## config.mk

```make
export PLATFORM = sky130hd
export DESIGN_NAME = systolic_mm_engine
export DESIGN_NICKNAME = d
export VERILOG_FILES = /design/src/rtl/systolic_mm_engine.sv
export SDC_FILE = /design/constraint.sdc
export NUM_CORES = 2
export LEC_CHECK = 0
export ABC_AREA = 1
export CORE_MARGIN = 5
export CORE_UTILIZATION = 60
export CTS_BUF_LIST = sky130_fd_sc_hd__clkbuf_2 sky130_fd_sc_hd__clkbuf_4 sky130_fd_sc_hd__clkbuf_8
export DETAILED_ROUTE_END_ITERATION = 7
export PLACE_DENSITY = 0.81
export SYNTH_ARGS = -nofsm -noshare
export SYNTH_HDL_FRONTEND = slang
export SYNTH_SLANG_ARGS = --single-unit
```

## constraint.sdc

```tcl
create_clock -name clk -period 7.45 [get_ports clk]
set_clock_uncertainty 0.15 [all_clocks]
set_input_delay 0.745 -clock clk [delete_from_list [all_inputs] [get_ports clk]]
set_output_delay 0.745 -clock clk [all_outputs]
set_load 0.005 [all_outputs]
```

## src/rtl/systolic_mm_engine.sv

```systemverilog
// Output-stationary systolic matrix multiplier C = A * B with skew, flush and drain.
// Define SYSTOLIC_SAT_OUT_EN to clamp each result lane to the signed DW range.
module systolic_mm_engine #(
    parameter int ROWS  = 2,
    parameter int COLS  = 2,
    parameter int DW    = 16,
    parameter int KW    = 8,
    parameter int ACC_W = 2*DW+KW
) (
    input  logic                        clk,
    input  logic                        rst_n,
    input  logic                        start,
    input  logic [KW-1:0]               k_len,
    input  logic                        in_valid,
    output logic                        in_ready,
    input  logic [ROWS*DW-1:0]          in_a,
    input  logic [COLS*DW-1:0]          in_b,
    output logic                        out_valid,
    input  logic                        out_ready,
    output logic [COLS*ACC_W-1:0]       out_data,
    output logic [((ROWS>1)?$clog2(ROWS):1)-1:0] out_row,
    output logic                        out_last,
    output logic                        busy,
    output logic                        done
);
    localparam int RW = (ROWS > 1) ? $clog2(ROWS) : 1;
    localparam int FL = ROWS + COLS - 1;
    localparam int FW = $clog2(ROWS + COLS);

    typedef enum logic [1:0] {S_IDLE, S_FEED, S_FLUSH, S_DRAIN} state_t;
    state_t state, state_nx;

    logic [KW-1:0] k_q, beat;
    logic [FW-1:0] fl_cnt;
    logic [RW-1:0] row;
    logic          done_q, fire, clr, last_row;

    logic [DW-1:0]    a_bus [ROWS][COLS];
    logic [DW-1:0]    b_bus [ROWS][COLS];
    logic [ACC_W-1:0] acc   [ROWS][COLS];

    assign last_row = (row == RW'(ROWS-1));

    always_ff @(posedge clk or negedge rst_n) begin
        if (!rst_n) state <= S_IDLE;
        else        state <= state_nx;
    end

    always_comb begin
        state_nx  = state;
        in_ready  = 1'b0;
        out_valid = 1'b0;
        busy      = 1'b1;
        fire      = 1'b0;
        clr       = 1'b0;
        unique case (state)
            S_IDLE: begin
                busy = 1'b0;
                if (start) begin
                    clr      = 1'b1;
                    state_nx = (k_len == '0) ? S_DRAIN : S_FEED;
                end
            end
            S_FEED: begin
                in_ready = 1'b1;
                fire     = in_valid;
                if (in_valid && beat == k_q - KW'(1)) state_nx = S_FLUSH;
            end
            S_FLUSH: begin
                if (fl_cnt == FW'(FL-1)) state_nx = S_DRAIN;
            end
            S_DRAIN: begin
                out_valid = 1'b1;
                if (out_ready && last_row) state_nx = S_IDLE;
            end
            default: state_nx = S_IDLE;
        endcase
    end

    always_ff @(posedge clk or negedge rst_n) begin
        if (!rst_n) begin
            k_q    <= '0;
            beat   <= '0;
            fl_cnt <= '0;
            row    <= '0;
            done_q <= 1'b0;
        end else begin
            done_q <= (state == S_DRAIN) && out_ready && last_row;
            if (clr) begin
                k_q    <= k_len;
                beat   <= '0;
                fl_cnt <= '0;
                row    <= '0;
            end
            if (fire) beat <= beat + KW'(1);
            if (state == S_FLUSH) fl_cnt <= fl_cnt + FW'(1);
            if (state == S_DRAIN && out_ready)
                row <= last_row ? '0 : row + RW'(1);
        end
    end

    // Bubbles inject zeros so the array can advance every cycle.
    for (genvar i = 0; i < ROWS; i++) begin : g_ska
        logic [DW-1:0] lane;
        assign lane = fire ? in_a[i*DW +: DW] : '0;
        if (i == 0) begin : g_d0
            assign a_bus[i][0] = lane;
        end else begin : g_dl
            logic [DW-1:0] dl [i];
            always_ff @(posedge clk or negedge rst_n) begin
                if (!rst_n) begin
                    for (int d = 0; d < i; d++) dl[d] <= '0;
                end else begin
                    dl[0] <= lane;
                    for (int d = 1; d < i; d++) dl[d] <= dl[d-1];
                end
            end
            assign a_bus[i][0] = dl[i-1];
        end
    end

    for (genvar j = 0; j < COLS; j++) begin : g_skb
        logic [DW-1:0] lane;
        assign lane = fire ? in_b[j*DW +: DW] : '0;
        if (j == 0) begin : g_d0
            assign b_bus[0][j] = lane;
        end else begin : g_dl
            logic [DW-1:0] dl [j];
            always_ff @(posedge clk or negedge rst_n) begin
                if (!rst_n) begin
                    for (int d = 0; d < j; d++) dl[d] <= '0;
                end else begin
                    dl[0] <= lane;
                    for (int d = 1; d < j; d++) dl[d] <= dl[d-1];
                end
            end
            assign b_bus[0][j] = dl[j-1];
        end
    end

    for (genvar i = 0; i < ROWS; i++) begin : g_row
        for (genvar j = 0; j < COLS; j++) begin : g_pe
            logic [DW-1:0]    a, b;
            logic [2*DW-1:0]  prod;
            logic [ACC_W-1:0] acc_q;
            assign a    = a_bus[i][j];
            assign b    = b_bus[i][j];
            assign prod = {{DW{a[DW-1]}}, a} * {{DW{b[DW-1]}}, b};
            always_ff @(posedge clk or negedge rst_n) begin
                if (!rst_n)   acc_q <= '0;
                else if (clr) acc_q <= '0;
                else acc_q <= acc_q + {{(ACC_W-2*DW){prod[2*DW-1]}}, prod};
            end
            assign acc[i][j] = acc_q;
            if (j < COLS-1) begin : g_af
                logic [DW-1:0] a_q;
                always_ff @(posedge clk or negedge rst_n) begin
                    if (!rst_n) a_q <= '0;
                    else        a_q <= a;
                end
                assign a_bus[i][j+1] = a_q;
            end
            if (i < ROWS-1) begin : g_bf
                logic [DW-1:0] b_q;
                always_ff @(posedge clk or negedge rst_n) begin
                    if (!rst_n) b_q <= '0;
                    else        b_q <= b;
                end
                assign b_bus[i+1][j] = b_q;
            end
        end
    end

`ifdef SYSTOLIC_SAT_OUT_EN
    localparam logic [ACC_W-1:0] SMAX = {{(ACC_W-DW+1){1'b0}}, {(DW-1){1'b1}}};
    localparam logic [ACC_W-1:0] SMIN = {{(ACC_W-DW+1){1'b1}}, {(DW-1){1'b0}}};
    function automatic logic [ACC_W-1:0] fmt(input logic [ACC_W-1:0] v);
        if ($signed(v) > $signed(SMAX)) return SMAX;
        if ($signed(v) < $signed(SMIN)) return SMIN;
        return v;
    endfunction
`else
    function automatic logic [ACC_W-1:0] fmt(input logic [ACC_W-1:0] v);
        return v;
    endfunction
`endif

    always_comb begin
        out_data = '0;
        for (int j = 0; j < COLS; j++)
            out_data[j*ACC_W +: ACC_W] = fmt(acc[row][j]);
    end

    assign out_row  = row;
    assign out_last = out_valid && last_row;
    assign done     = done_q;
endmodule
```

==> flow_summary.json <==
{
  "synth_cell_types": 56,
  "slowest_stage": "fa_1",
  "relSlewSlack_pct": 31.6,
  "drv_slew": 0,
  "cp_slowest_stage_delay_ns": 0.56,
  "finalPower_mw": 27.7,
  "cts-root-buf": "clkbuf_8",
  "cts_tree": "built",
  "synth-edff-count": 0,
  "finalSetupTns_ns": -7.22,
  "cp_common_cell": "buf_4",
  "violations": "setup timing",
  "cts_max_path_buffers": 3,
  "io_buffers": 162,
  "setup_viol": 28,
  "synth_nets": 9985,
  "ys_seq_area_share_pct": 11.2,
  "status": "finished, violations left",
  "hold_class": "register to register",
  "grt_max_degree": 106,
  "post-route-util_pct": 77.3,
  "cp_top_family": "adder cells",
  "io_pins": 163,
  "maxCapViolCount": 0,
  "peakVddDrop_uv": 725,
  "core_area_sq_um": 102000,
  "period_needed_ns": 7.87,
  "place.gp.congestion": 1.03,
  "worst-r2r-setup-slack_ns": -0.42,
  "clk_pin_slew_worst_paths_ns": 0.07,
  "ys.flop_type": "dfrtp_1",
  "rsz0062_at_grt": "yes",
  "synth_async_sr_flop_share_pct": 100,
  "drt_iter0_drc": 4928,
  "fin_ws_ns": -0.421,
  "synth_cells": 8362,
  "power_leakage_nw": 42.2,
  "dp_hpwl_um": 175000,
  "drcViolationCount": 0,
  "die_y_um": 331,
  "final_cell_area_sq_um": 79000,
  "numCtsBuffers": 61,
  "grt_overflow": 0,
  "crit_fanout": 8,
  "avgViaCountPerCell": 5.49,
  "syn_to_final_growth_pct": 27.5,
  "core.rowCount": 117,
  "start_util_pct": 60.6,
  "yosys_warnings": 0,
  "drt-wirelength-per-cell_um": 20.1,
  "wl_um": 218000,
  "synth.area.top_cells": "fa_1, nand2_1, inv_1",
  "netlist.top_cell.by_area": "fa_1",
  "final_common_cell": "nand2_1",
  "layout_common_cells": "nand2_1, inv_1, fa_1, buf_4, nor2_1",
  "insertion_delay_ns": 0.80,
  "grt_pass1_wl_um": 327000,
  "firstDrtPassIters": 8,
  "required_ns": 7.96,
  "grtUsageTotal_pct": 37.5,
  "via_count": 59700,
  "worst_pin_slew_ns": 1.03,
  "dieWidth_um": 331,
  "nets": 11100,
  "htreeDepth": 2,
  "power.density_nw_per_um2": 350,
  "path_class": "register to register",
  "startpoint_type": "register",
  "netlist_area_sq_um": 62000,
  "cts_sinks": 278,
  "die-area_sq_um": 110000,
  "synth.top_cell.area_share_pct": 34.0,
  "cp_num_buf_inv": 16,
  "fin_crit_sh_pct": 106,
  "timing_hold_violations_final": 0,
  "first_global_vias": 61300,
  "final_antenna_net_count": 0,
  "cp.arrival_ns": 8.38,
  "crit_path_end_kind": "register",
  "drive_gt1_share_pct": 23.4,
  "ys_ff_latch": 278,
  "fmax_mhz": 127,
  "antenna_found_initial": 5,
  "syn_area_per_cell_sq_um": 7.41,
  "placed_area_sq_um": 72300
}
[where the power goes]
| group | internal (mW) | switching (mW) | total [mW] |
|---|---|---|---|
| Clock | 1.08 | 0.913 | 1.99 |
| Sequential | 2.10 | 0.673 | 2.77 |
| Combinational | 10.0 | 12.9 | 22.9 |
[Yosys cell counts (6+ instances only)]
library cell and instances:
nand2_1 2101, inv_1 2020, fa_1 1052, nor2_1 759
ha_1 494, a21oi_1 384, dfrtp_1 278, o21ai_0 223
clkbuf_1 210, nand3_1 203, xor2_1 83, nor3_1 60
xnor2_1 53, a21o_1 47, o21bai_1 44, nand4_1 42
or2_2 40, nand2_2 28, nor2_2 24, o21ai_1 24
inv_2 16, o21a_1 16, a31oi_1 13, buf_2 11
clkinv_1 11, nor3_2 11, nand3_2 10, nand3b_1 10
o21ai_2 10, nor4_1 9, a21oi_2 7, a21boi_0 6
buf_1 6, o211ai_1 6, o211ai_2 6
[cell families (layout without fill, tap and decap cells)]
group	after synthesis	in the layout	synth area share, %
other	0	4	0
xor gates and xnor gates	136	136	1.92
and+or+nand+nor	3320	3320	21.7
buffers and inverters	2275	3419	13.8
adders and majority gates	1546	1546	44.0
AOI/OAI and AO/OA	807	807	7.35
DFF	278	278	11.2
[flip-flops by register name, summed over array words and instances, names as in the netlist, 2 cells and up]
register	flops
k_q	8
state	2
fl_cnt	2
beat	8
g_row.g_pe.acc_q	160
g_row.g_pe.g_af.a_q	32
g_row.g_pe.b	16
g_row.g_pe.a	16
g_row.g_pe.g_bf.b_q	32
[area by class of cell]
| class | instances | area, sq um |
|---|---|---|
| antenna | 4 | 10.0 |
| clock buffer | 89 | 1130 |
| clock inverter | 25 | 219 |
| fill | 7184 | 23200 |
| inverter | 2047 | 7720 |
| multi-input combinational | 5809 | 50600 |
| sequential | 278 | 7030 |
| tap | 1368 | 1710 |
| timing repair buffer | 1258 | 10600 |
[worst reg2reg max path, delay by kind of cell (launching register included)]
kind,cells,cell delay (ns)
adder cells (fa/ha/maj),9,3.77
buffers and inverters,16,1.73
flip-flops,1,0.40
AND/OR/NAND/NOR,14,1.27
XOR/XNOR,1,0.20
AO/OA/AOI/OAI,2,0.25
[per-stage QoR]
stage,hold slack (ns),setup WS [ns],cells
after floorplan,0.202,-0.0223,8362
after global placement,0.316,-1.23,10600
after detailed placement,0.322,-1.32,10600
after CTS,0.287,-0.359,10800
after global routing,0.306,-0.735,10900
final,0.331,-0.421,10900
[final timing paths]
path,from,endpoint,cells past startpoint
min,fl_cnt[0],fl_cnt[0],1
max reg2reg,state[1],g_row[0].g_pe[0].acc_q[34],42
max,state[1],g_row[0].g_pe[0].acc_q[34],42
min in group asynchronous,rst_n,g_row[0].g_pe[0].g_bf.b_q[7],2
min reg2reg,fl_cnt[0],fl_cnt[0],1
max in group asynchronous,rst_n,g_row[1].g_pe[0].acc_q[37],3
[per-layer routing]
| layer | track usage, % | vias to the layer above | share of wire, % |
|---|---|---|---|
| li1 | - | 27000 | - |
| met1 | 44.4 | 28900 | 35 |
| met2 | 62.8 | 2944 | 48 |
| met3 | 7.83 | 928 | 8.6 |
| met4 | 23.4 | 4 | 8.6 |
| met5 | 0 | - | 0.011 |
[repair_timing]
action                     in CTS  in global routing
hold endpoints to repair      100                  0
pin swaps                      78                328
setup endpoints to repair      62                 99
gates resized for setup       272                810
gates cloned                    2                  0
hold buffers                    1                  0
setup buffers                  44                 82
No activity file was read; power rests on OpenSTA's default activity.
